**config.mk**
```make
export PLATFORM = sky130hd
export DESIGN_NAME = display_scan_driver
export DESIGN_NICKNAME = d
export VERILOG_FILES = /design/src/rtl/display_scan_driver.sv
export SDC_FILE = /design/constraint.sdc
export NUM_CORES = 1
export LEC_CHECK = 0
export BUFFER_PORTS_ARGS = -buffer_cell sky130_fd_sc_hd__buf_2
export CAP_MARGIN = 20
export CORE_MARGIN = 2
export CORE_UTILIZATION = 55
export CTS_CLUSTER_DIAMETER = 150
export CTS_CLUSTER_SIZE = 8
export DETAILED_ROUTE_END_ITERATION = 10
export GPL_ROUTABILITY_DRIVEN = 0
export MAX_ROUTING_LAYER = met4
export PLACE_DENSITY = 0.77
export REMOVE_ABC_BUFFERS = 1
export SLEW_MARGIN = 20
export SYNTH_ARGS = -nofsm -noshare
export SYNTH_HDL_FRONTEND = slang
export SYNTH_SLANG_ARGS = --single-unit
```
**constraint.sdc**
```tcl
create_clock -name clk -period 3.65 [get_ports clk]
set_clock_uncertainty 0.2 [all_clocks]
set_input_delay 0.1825 -clock clk [delete_from_list [all_inputs] [get_ports clk]]
set_output_delay 0.1825 -clock clk [all_outputs]
set_load 0.02 [all_outputs]
```
**src/rtl/display_scan_driver.sv**
```systemverilog
// Time-multiplexed digit scanner feeding seven_segs_decoder: frame-stable shadow, guard cycle, per-digit blink.
// Optional build macro LEADING_ZERO_BLANK_EN blanks leading zero digits at shadow load.
module display_scan_driver #(
    parameter int unsigned NUM_DIGITS   = 4,
    parameter int unsigned SCAN_DIV     = 50000,
    parameter int unsigned BLINK_FRAMES = 64
) (
    input  logic                      clk,
    input  logic                      rst_n,
    input  logic                      enable,
    input  logic [5*NUM_DIGITS-1:0]   digits_in,
    input  logic [NUM_DIGITS-1:0]     blink_mask,
    output logic [4:0]                digit_code,
    output logic [NUM_DIGITS-1:0]     an_n,
    output logic                      frame_start
);

    localparam int unsigned CODE_W = 5;
    localparam int unsigned CW     = (SCAN_DIV > 1) ? $clog2(SCAN_DIV) : 1;
    localparam int unsigned IW     = $clog2(NUM_DIGITS);
    localparam int unsigned FW     = (BLINK_FRAMES > 1) ? $clog2(BLINK_FRAMES) : 1;
    localparam logic [CODE_W-1:0] BLANK = 5'd23;

    logic [CW-1:0]                         cnt, cnt_nxt;
    logic [IW-1:0]                         idx, idx_nxt;
    logic [FW-1:0]                         frame_cnt, frame_cnt_nxt;
    logic                                  blink_phase, blink_phase_nxt;
    logic [NUM_DIGITS-1:0][CODE_W-1:0]     shadow, shadow_nxt;
    logic [NUM_DIGITS-1:0][CODE_W-1:0]     load_c;
    logic                                  tick_c, boundary_c;
    logic [CODE_W-1:0]                     digit_code_c;
    logic [NUM_DIGITS-1:0]                 an_n_c;
`ifdef LEADING_ZERO_BLANK_EN
    logic                                  lead_c;
`endif

    // Shadow load value, optionally with leading zeros replaced by blank (digit 0 always kept).
    always_comb begin
        for (int i = 0; i < int'(NUM_DIGITS); i++) begin
            load_c[i] = digits_in[CODE_W*i +: CODE_W];
        end
`ifdef LEADING_ZERO_BLANK_EN
        lead_c = 1'b1;
        for (int i = int'(NUM_DIGITS) - 1; i >= 1; i--) begin
            if (lead_c && (load_c[i] == '0)) begin
                load_c[i] = BLANK;
            end else begin
                lead_c = 1'b0;
            end
        end
`endif
    end

    // Next-state: prescaler, digit index, frame counter, blink phase, shadow.
    always_comb begin
        tick_c          = (cnt == CW'(SCAN_DIV - 1));
        boundary_c      = tick_c && (idx == IW'(NUM_DIGITS - 1));
        cnt_nxt         = tick_c ? '0 : cnt + CW'(1);
        idx_nxt         = idx;
        frame_cnt_nxt   = frame_cnt;
        blink_phase_nxt = blink_phase;
        shadow_nxt      = shadow;
        if (tick_c) begin
            idx_nxt = (idx == IW'(NUM_DIGITS - 1)) ? '0 : idx + IW'(1);
        end
        if (boundary_c) begin
            shadow_nxt = load_c;
            if (frame_cnt == FW'(BLINK_FRAMES - 1)) begin
                frame_cnt_nxt   = '0;
                blink_phase_nxt = ~blink_phase;
            end else begin
                frame_cnt_nxt = frame_cnt + FW'(1);
            end
        end
    end

    // Output values from current state; cnt==0 is the anti-ghosting guard slot.
    always_comb begin
        digit_code_c = shadow[idx];
        an_n_c       = '1;
        if (blink_mask[idx] && blink_phase) begin
            digit_code_c = BLANK;
        end
        if (enable && (cnt != '0)) begin
            an_n_c = ~(NUM_DIGITS'(1) << idx);
        end
    end

    always_ff @(posedge clk) begin
        if (!rst_n) begin
            cnt         <= '0;
            idx         <= '0;
            frame_cnt   <= '0;
            blink_phase <= 1'b0;
            shadow      <= {NUM_DIGITS{BLANK}};
            digit_code  <= BLANK;
            an_n        <= '1;
            frame_start <= 1'b0;
        end else begin
            cnt         <= cnt_nxt;
            idx         <= idx_nxt;
            frame_cnt   <= frame_cnt_nxt;
            blink_phase <= blink_phase_nxt;
            shadow      <= shadow_nxt;
            digit_code  <= digit_code_c;
            an_n        <= an_n_c;
            frame_start <= boundary_c;
        end
    end

endmodule

```
[Yosys cells after proc, flatten, opt, wreduce, memory -nomap -nowiden]
Cells that the tools add are included.
Word-level totals
  input port bits: 27
  bits in registers: 55
  logic and storage cells: 36
  output and inout port bits: 10
Cells by class
  bitwise gates (word level): 3
  mux-type cells: 6
  reductions and logical operators: 8
  magnitude comparators: 1
  shift operators: 1
  $add $sub $neg: 3
  eq/ne operators: 3
Operator list (number)
  adder 16 x 1 -> 16 bit (second input constant): 1
  == test 16 bit (second input constant): 1
  nonzero test 16 bit: 1
  binary-select mux 5 bit (select 2 bit): 1
  adder 6 x 1 -> 6 bit (second input constant): 1
  == test 6 bit (second input constant): 1
  2-to-1 mux 6 bit: 1
  2-to-1 mux 5 bit: 1
  NOT 4 bit: 1
  AND reduction 2 bit: 2
  OR reduction 2 bit: 2
  left shift 1 x 2 -> 4 bit (first input constant): 1
  logical AND 1 bit: 3
  < comparator 2 x 3 -> 1 bit (second input constant): 1
  adder 2 x 1 -> 2 bit (second input constant): 1
  binary-select mux 1 bit (select 2 bit): 1
  == test 2 bit (second input constant): 1
  2-to-1 mux 2 bit: 1
  NOT 1 bit: 2
  2-to-1 mux 1 bit: 1

[Logic depth before layout (Yosys ltp)]
  depth after elaboration: 4
  mapped depth: 8

[Worst setup path before layout]
No wires, ideal clock.
  path type: register to register
  from: reg cnt[10]
  to: reg shadow[0] in the netlist's numbering
  setup slack: 1.099 ns
  clock period less this slack: 2.551 ns
  library setup time: 0.117 ns
  data required time: 3.333 ns
  buffers on the path: 3
  stages on the path, launching flop included: 8
  arrival: 2.234 ns
  path through: dfxtp_1 -> or4_4 -> or4_4 -> buf_6 -> or3_1 -> buf_6 -> buf_6 -> o22a_1
On the way
  word-level cells in the longest chain between the ends: 2
RTL lines
  from (decl): RTL line 24  | logic [CW-1:0] cnt, cnt_nxt;
  from (signal assigned): RTL line 100  | cnt <= cnt_nxt;
  == test 16 bit: RTL line 56  | tick_c = (cnt == CW'(SCAN_DIV - 1));
  logical AND 1 bit: RTL line 57  | boundary_c = tick_c && (idx == IW'(NUM_DIGITS - 1));
  to (signal assigned): RTL line 95  | shadow <= {NUM_DIGITS{BLANK}};
  to (signal assigned): RTL line 104  | shadow <= shadow_nxt;
  to (decl): RTL line 28  | logic [NUM_DIGITS-1:0][CODE_W-1:0] shadow, shadow_nxt;
No other way between the ends.
A chain may end at the register's enable or synchronous reset.

[Worst setup path after layout]
  from: reg cnt[10]
  to: reg shadow[6] in the netlist's numbering
The elaborated chain is that of the path after synthesis.

==> flow_summary.html <==
<table>
<tr><th>Metric</th><th>Value</th></tr>
<tr><th colspan="2">Die</th></tr>
<tr><td>Initial standard-cell utilization of the core</td><td>56.9%</td></tr>
<tr><td>Boundary pin count</td><td>37</td></tr>
<tr><td>Horiz. Die Dim</td><td>68.3 µm</td></tr>
<tr><td>Number of rows created at floorplan</td><td>23</td></tr>
<tr><td>Core area</td><td>4000 µm²</td></tr>
<tr><td>Die outline area</td><td>4670 µm²</td></tr>
<tr><td>Vertical die dimension</td><td>68.3 µm</td></tr>
<tr><th colspan="2">Clock network</th></tr>
<tr><td>CTS sink cnt</td><td>55</td></tr>
<tr><td>Hold-fix buffers at CTS</td><td>22</td></tr>
<tr><td>CTS root buf</td><td>sky130_fd_sc_hd__clkbuf_8</td></tr>
<tr><td>CTS max path bufs</td><td>2</td></tr>
<tr><td>CTS clk-pin slew, worst paths</td><td>0.10 ns</td></tr>
<tr><td>Post CTS Setup Buffer Count</td><td>0</td></tr>
<tr><td>Worst-skew pair later-pin latency</td><td>0.31 ns</td></tr>
<tr><td>Total CTS buffers</td><td>5</td></tr>
<tr><td>H-tree Lvls</td><td>2</td></tr>
<tr><td>Number of gates given a new drive strength after cts</td><td>0</td></tr>
<tr><td>CTS tree</td><td>done</td></tr>
<tr><th colspan="2">Routing</th></tr>
<tr><td>DRC violation total after the first TritonRoute iteration</td><td>86</td></tr>
<tr><td>Average via count per standard cell</td><td>5.46</td></tr>
<tr><td>Total DRC errors in the routed layout</td><td>0</td></tr>
<tr><td>Via count of the routed design</td><td>1,781</td></tr>
<tr><td>ANT nets after route</td><td>0</td></tr>
<tr><td>WL final</td><td>4.51 mm</td></tr>
<tr><td>Wire length per cell after detailed routing</td><td>13.8 µm</td></tr>
<tr><td>Detailed-routing iteration count for the pre-antenna-repair pass</td><td>4</td></tr>
<tr><th colspan="2">STA</th></tr>
<tr><td>Total count of max-transition violations in the final report</td><td>0</td></tr>
<tr><td>Tightest hold margin</td><td>0.250 ns</td></tr>
<tr><td>Final number of setup-violating endpoints</td><td>0</td></tr>
<tr><td>Hold Fails Final Rpt</td><td>0</td></tr>
<tr><td>Minimum clock period after layout</td><td>2.75 ns</td></tr>
<tr><td>Worst relative slew slack</td><td>55.9%</td></tr>
<tr><td>Slew at the pin with the worst max-slew slack</td><td>0.662 ns</td></tr>
<tr><td>Sum Neg Setup Slack</td><td>0 ns</td></tr>
<tr><td>Portion of the clock cycle consumed by the worst path in the final layout</td><td>75.4%</td></tr>
<tr><td>Peak Freq</td><td>363 MHz</td></tr>
<tr><td>Unrepaired setup endpoints after global routing</td><td>false</td></tr>
<tr><th colspan="2">Worst setup path</th></tr>
<tr><td>Top fanout value on the critical path</td><td>19</td></tr>
<tr><td>Setup crit end kind</td><td>flip-flop</td></tr>
<tr><td>Data required time of the critical path</td><td>3.66 ns</td></tr>
<tr><td>Worst Path Class, Setup</td><td>flip-flop to flip-flop</td></tr>
<tr><td>Setup crit start kind</td><td>flip-flop</td></tr>
<tr><td>Data arrival time of the critical path</td><td>2.76 ns</td></tr>
<tr><td>R2r setup slk</td><td>0.90 ns</td></tr>
<tr><td>Reg2reg path depth</td><td>4</td></tr>
<tr><td>Reg2reg start</td><td>cnt[10]</td></tr>
<tr><td>Terminus of the critical flop-to-flop path</td><td>shadow[6]</td></tr>
<tr><th colspan="2">Logic synthesis</th></tr>
<tr><td>Share of flip-flops with an asynchronous set or reset</td><td>0%</td></tr>
<tr><td>Number of synthesized register bits</td><td>55</td></tr>
<tr><td>Post-Synthesis Mean Instance Area</td><td>10.3 µm²</td></tr>
<tr><td>Primary FF master, synth</td><td>sky130_fd_sc_hd__dfxtp_1</td></tr>
<tr><td>Number of different library cells in the post-synthesis netlist</td><td>35</td></tr>
<tr><td>Sequential element share of the synthesized area</td><td>48.4%</td></tr>
<tr><td>Summed instance area of the synthesized netlist</td><td>2270 µm²</td></tr>
<tr><td>Instance count of the mapped netlist</td><td>220</td></tr>
<tr><td>Number of enable flip-flop cells after synthesis</td><td>0</td></tr>
<tr><td>YS warnings</td><td>0</td></tr>
<tr><th colspan="2">Finish</th></tr>
<tr><td>Net count of the finished layout</td><td>309</td></tr>
<tr><td>Area added between synthesis and finish</td><td>22.1%</td></tr>
<tr><td>Share of post-route cells with drive strength above 1</td><td>20.7%</td></tr>
<tr><td>Diode insertion count for antenna repair</td><td>0</td></tr>
<tr><td>Commonest non-fill, non-tap cell in the layout</td><td>sky130_fd_sc_hd__dfxtp_1</td></tr>
<tr><td>Cell area after layout</td><td>2780 µm²</td></tr>
<tr><td>Count of filler cells inserted in the layout</td><td>303</td></tr>
<tr><td>Commonest non-fill, non-tap cells in the layout</td><td>sky130_fd_sc_hd__dfxtp_1, sky130_fd_sc_hd__buf_2, sky130_fd_sc_hd__dlygate4sd3_1</td></tr>
<tr><td>Final core area utilization</td><td>69.4%</td></tr>
<tr><th colspan="2">Power</th></tr>
<tr><td>Power Dens Cells</td><td>360 nW/µm²</td></tr>
<tr><td>Clock network power share</td><td>33.7%</td></tr>
<tr><td>Sequential share of power</td><td>60.6%</td></tr>
<tr><td>Largest voltage drop on the vdd net</td><td>0.251 mV</td></tr>
<tr><td>Combinational power share</td><td>5.7%</td></tr>
<tr><td>Internal power</td><td>0.000774 W</td></tr>
<tr><td>Net switching power of the design</td><td>0.000226 W</td></tr>
<tr><td>Leak</td><td>1.04 nW</td></tr>
<tr><td>Switching portion of total power</td><td>22.6%</td></tr>
<tr><th colspan="2">Flow run</th></tr>
<tr><td>Maximum capacitance violations</td><td>0</td></tr>
<tr><th colspan="2">GRT</th></tr>
<tr><td>Antenna violations before repair</td><td>0</td></tr>
<tr><td>Total GRT Usage</td><td>21.6%</td></tr>
<tr><td>Pin count of the biggest net entering global routing</td><td>20</td></tr>
<tr><td>Total overflow reported by the global router</td><td>0</td></tr>
<tr><td>Vias in the first global route</td><td>1,622</td></tr>
<tr><td>First-pass GRT wire length</td><td>7.26 mm</td></tr>
<tr><th colspan="2">Outcome</th></tr>
<tr><td>Outcome</td><td>finished, final reports clean</td></tr>
<tr><th colspan="2">Hold path</th></tr>
<tr><td>Worst Hold Path Cells</td><td>4</td></tr>
<tr><td>Path type of the worst min-delay path</td><td>input pin to flip-flop</td></tr>
<tr><td>End point of the most critical hold path</td><td>digit_code[0]</td></tr>
<tr><td>Hold Crit Start</td><td>blink_mask[3]</td></tr>
<tr><th colspan="2">Place</th></tr>
<tr><td># port buffers</td><td>36</td></tr>
<tr><td>Cell Area, Placed</td><td>2460 µm²</td></tr>
<tr><td>Estimated wirelength of the detail-placed design</td><td>2.93 mm</td></tr>
</table>
[stage by stage]
step / setup slack [ns] / cells / total power [W]
floorplan: 1.12 / 207 / 0.000637
global placement: 0.939 / 296 / 0.000659
detailed placement: 0.912 / 296 / 0.000659
CTS: 0.898 / 326 / 0.00101
global route: 0.731 / 326 / 0.00104
finish: 0.898 / 326 / 0.00100
[final cells by class]
type | instances | area (µm²) | share of cell area, %
timing repair buffer | 61 | 423 | 15.2
multi-input combinational | 142 | 1060 | 38.2
clock inverter | 3 | 22.5 | 0.811
tap | 50 | 62.6 | 2.25
inverter | 10 | 37.5 | 1.35
clock buffer | 5 | 68.8 | 2.48
sequential | 55 | 1100 | 39.7
[flip-flops by register name (all words and copies together), names as in the netlist]
| register | flops |
|---|---|
| blink_phase | 1 |
| digit_code | 5 |
| an_n | 4 |
| frame_cnt | 6 |
| idx | 2 |
| shadow | 20 |
| cnt | 16 |
| frame_start | 1 |
[kinds of logic (layout without fill, tap and decap cells)]
group	Yosys count	after routing	synth area share, %
compound gates	46	46	14.7
xor+xnor	12	12	4.62
fa+ha+maj	7	7	3.85
buf+inv	23	79	4.95
flops	55	55	48.4
mux	7	7	6.38
simple gates	70	70	17.1
[worst max-delay path, cell delays in order (launching register included)]
cell and delay, ns:
sky130_fd_sc_hd__dfxtp_1 0.35, sky130_fd_sc_hd__or4_4 0.54, sky130_fd_sc_hd__or4_4 0.62, sky130_fd_sc_hd__or3_1 0.65, sky130_fd_sc_hd__o22a_1 0.30
[synthesized netlist by cell type (5+ instances only)]
| cell | count | area, µm² |
|---|---|---|
| sky130_fd_sc_hd__nand4_1 | 5 | 31.3 |
| sky130_fd_sc_hd__or3_1 | 5 | 31.3 |
| sky130_fd_sc_hd__ha_1 | 7 | 87.6 |
| sky130_fd_sc_hd__a21oi_1 | 9 | 45.0 |
| sky130_fd_sc_hd__nand2b_1 | 5 | 31.3 |
| sky130_fd_sc_hd__nand3_1 | 9 | 45.0 |
| sky130_fd_sc_hd__o22a_1 | 16 | 140 |
| sky130_fd_sc_hd__xor2_1 | 10 | 87.6 |
| sky130_fd_sc_hd__and3_1 | 5 | 31.3 |
| sky130_fd_sc_hd__inv_1 | 9 | 33.8 |
| sky130_fd_sc_hd__dfxtp_1 | 55 | 1100 |
| sky130_fd_sc_hd__clkbuf_1 | 7 | 26.3 |
| sky130_fd_sc_hd__nor2_1 | 17 | 63.8 |
| sky130_fd_sc_hd__nand2_1 | 10 | 37.5 |
| sky130_fd_sc_hd__mux4_2 | 6 | 135 |
| sky130_fd_sc_hd__a22o_1 | 5 | 43.8 |
[layer usage]
| metal | global-route usage, % | vias to the layer above | share of wire, % | wire [µm] |
|---|---|---|---|---|
| met5 | - | - | 0 | 0 |
| li1 | - | 906 | - | - |
| met4 | 7.75 | 0 | 2.0 | 88 |
| met1 | 26.8 | 840 | 46 | 2060 |
| met2 | 34.2 | 26 | 50 | 2240 |
| met3 | 5.26 | 9 | 2.7 | 120 |
[power groups by stage]
stage,Sequential (W),Clock (W),Combinational (W)
after floorplan,0.000621,0,0.0000162
after global placement,0.000620,0,0.0000384
after detailed placement,0.000620,0,0.0000388
after CTS,0.000606,0.000349,0.0000567
after global routing,0.000607,0.000371,0.0000627
final,0.000606,0.000337,0.0000573
[worst max path at each step]
| stage | cells past startpoint | from | slack (ns) | to |
|---|---|---|---|---|
| floorplan | 4 | cnt[10] | 1.12 | shadow[0] |
| global placement | 5 | cnt[10] | 0.94 | shadow[3] |
| detailed placement | 4 | cnt[10] | 0.91 | shadow[2] |
| CTS | 4 | cnt[10] | 0.90 | shadow[2] |
| global route | 6 | cnt[0] | 0.73 | shadow[8] |
| finish | 4 | cnt[10] | 0.90 | shadow[6] |
No activity file was read; power rests on OpenSTA's default activity.
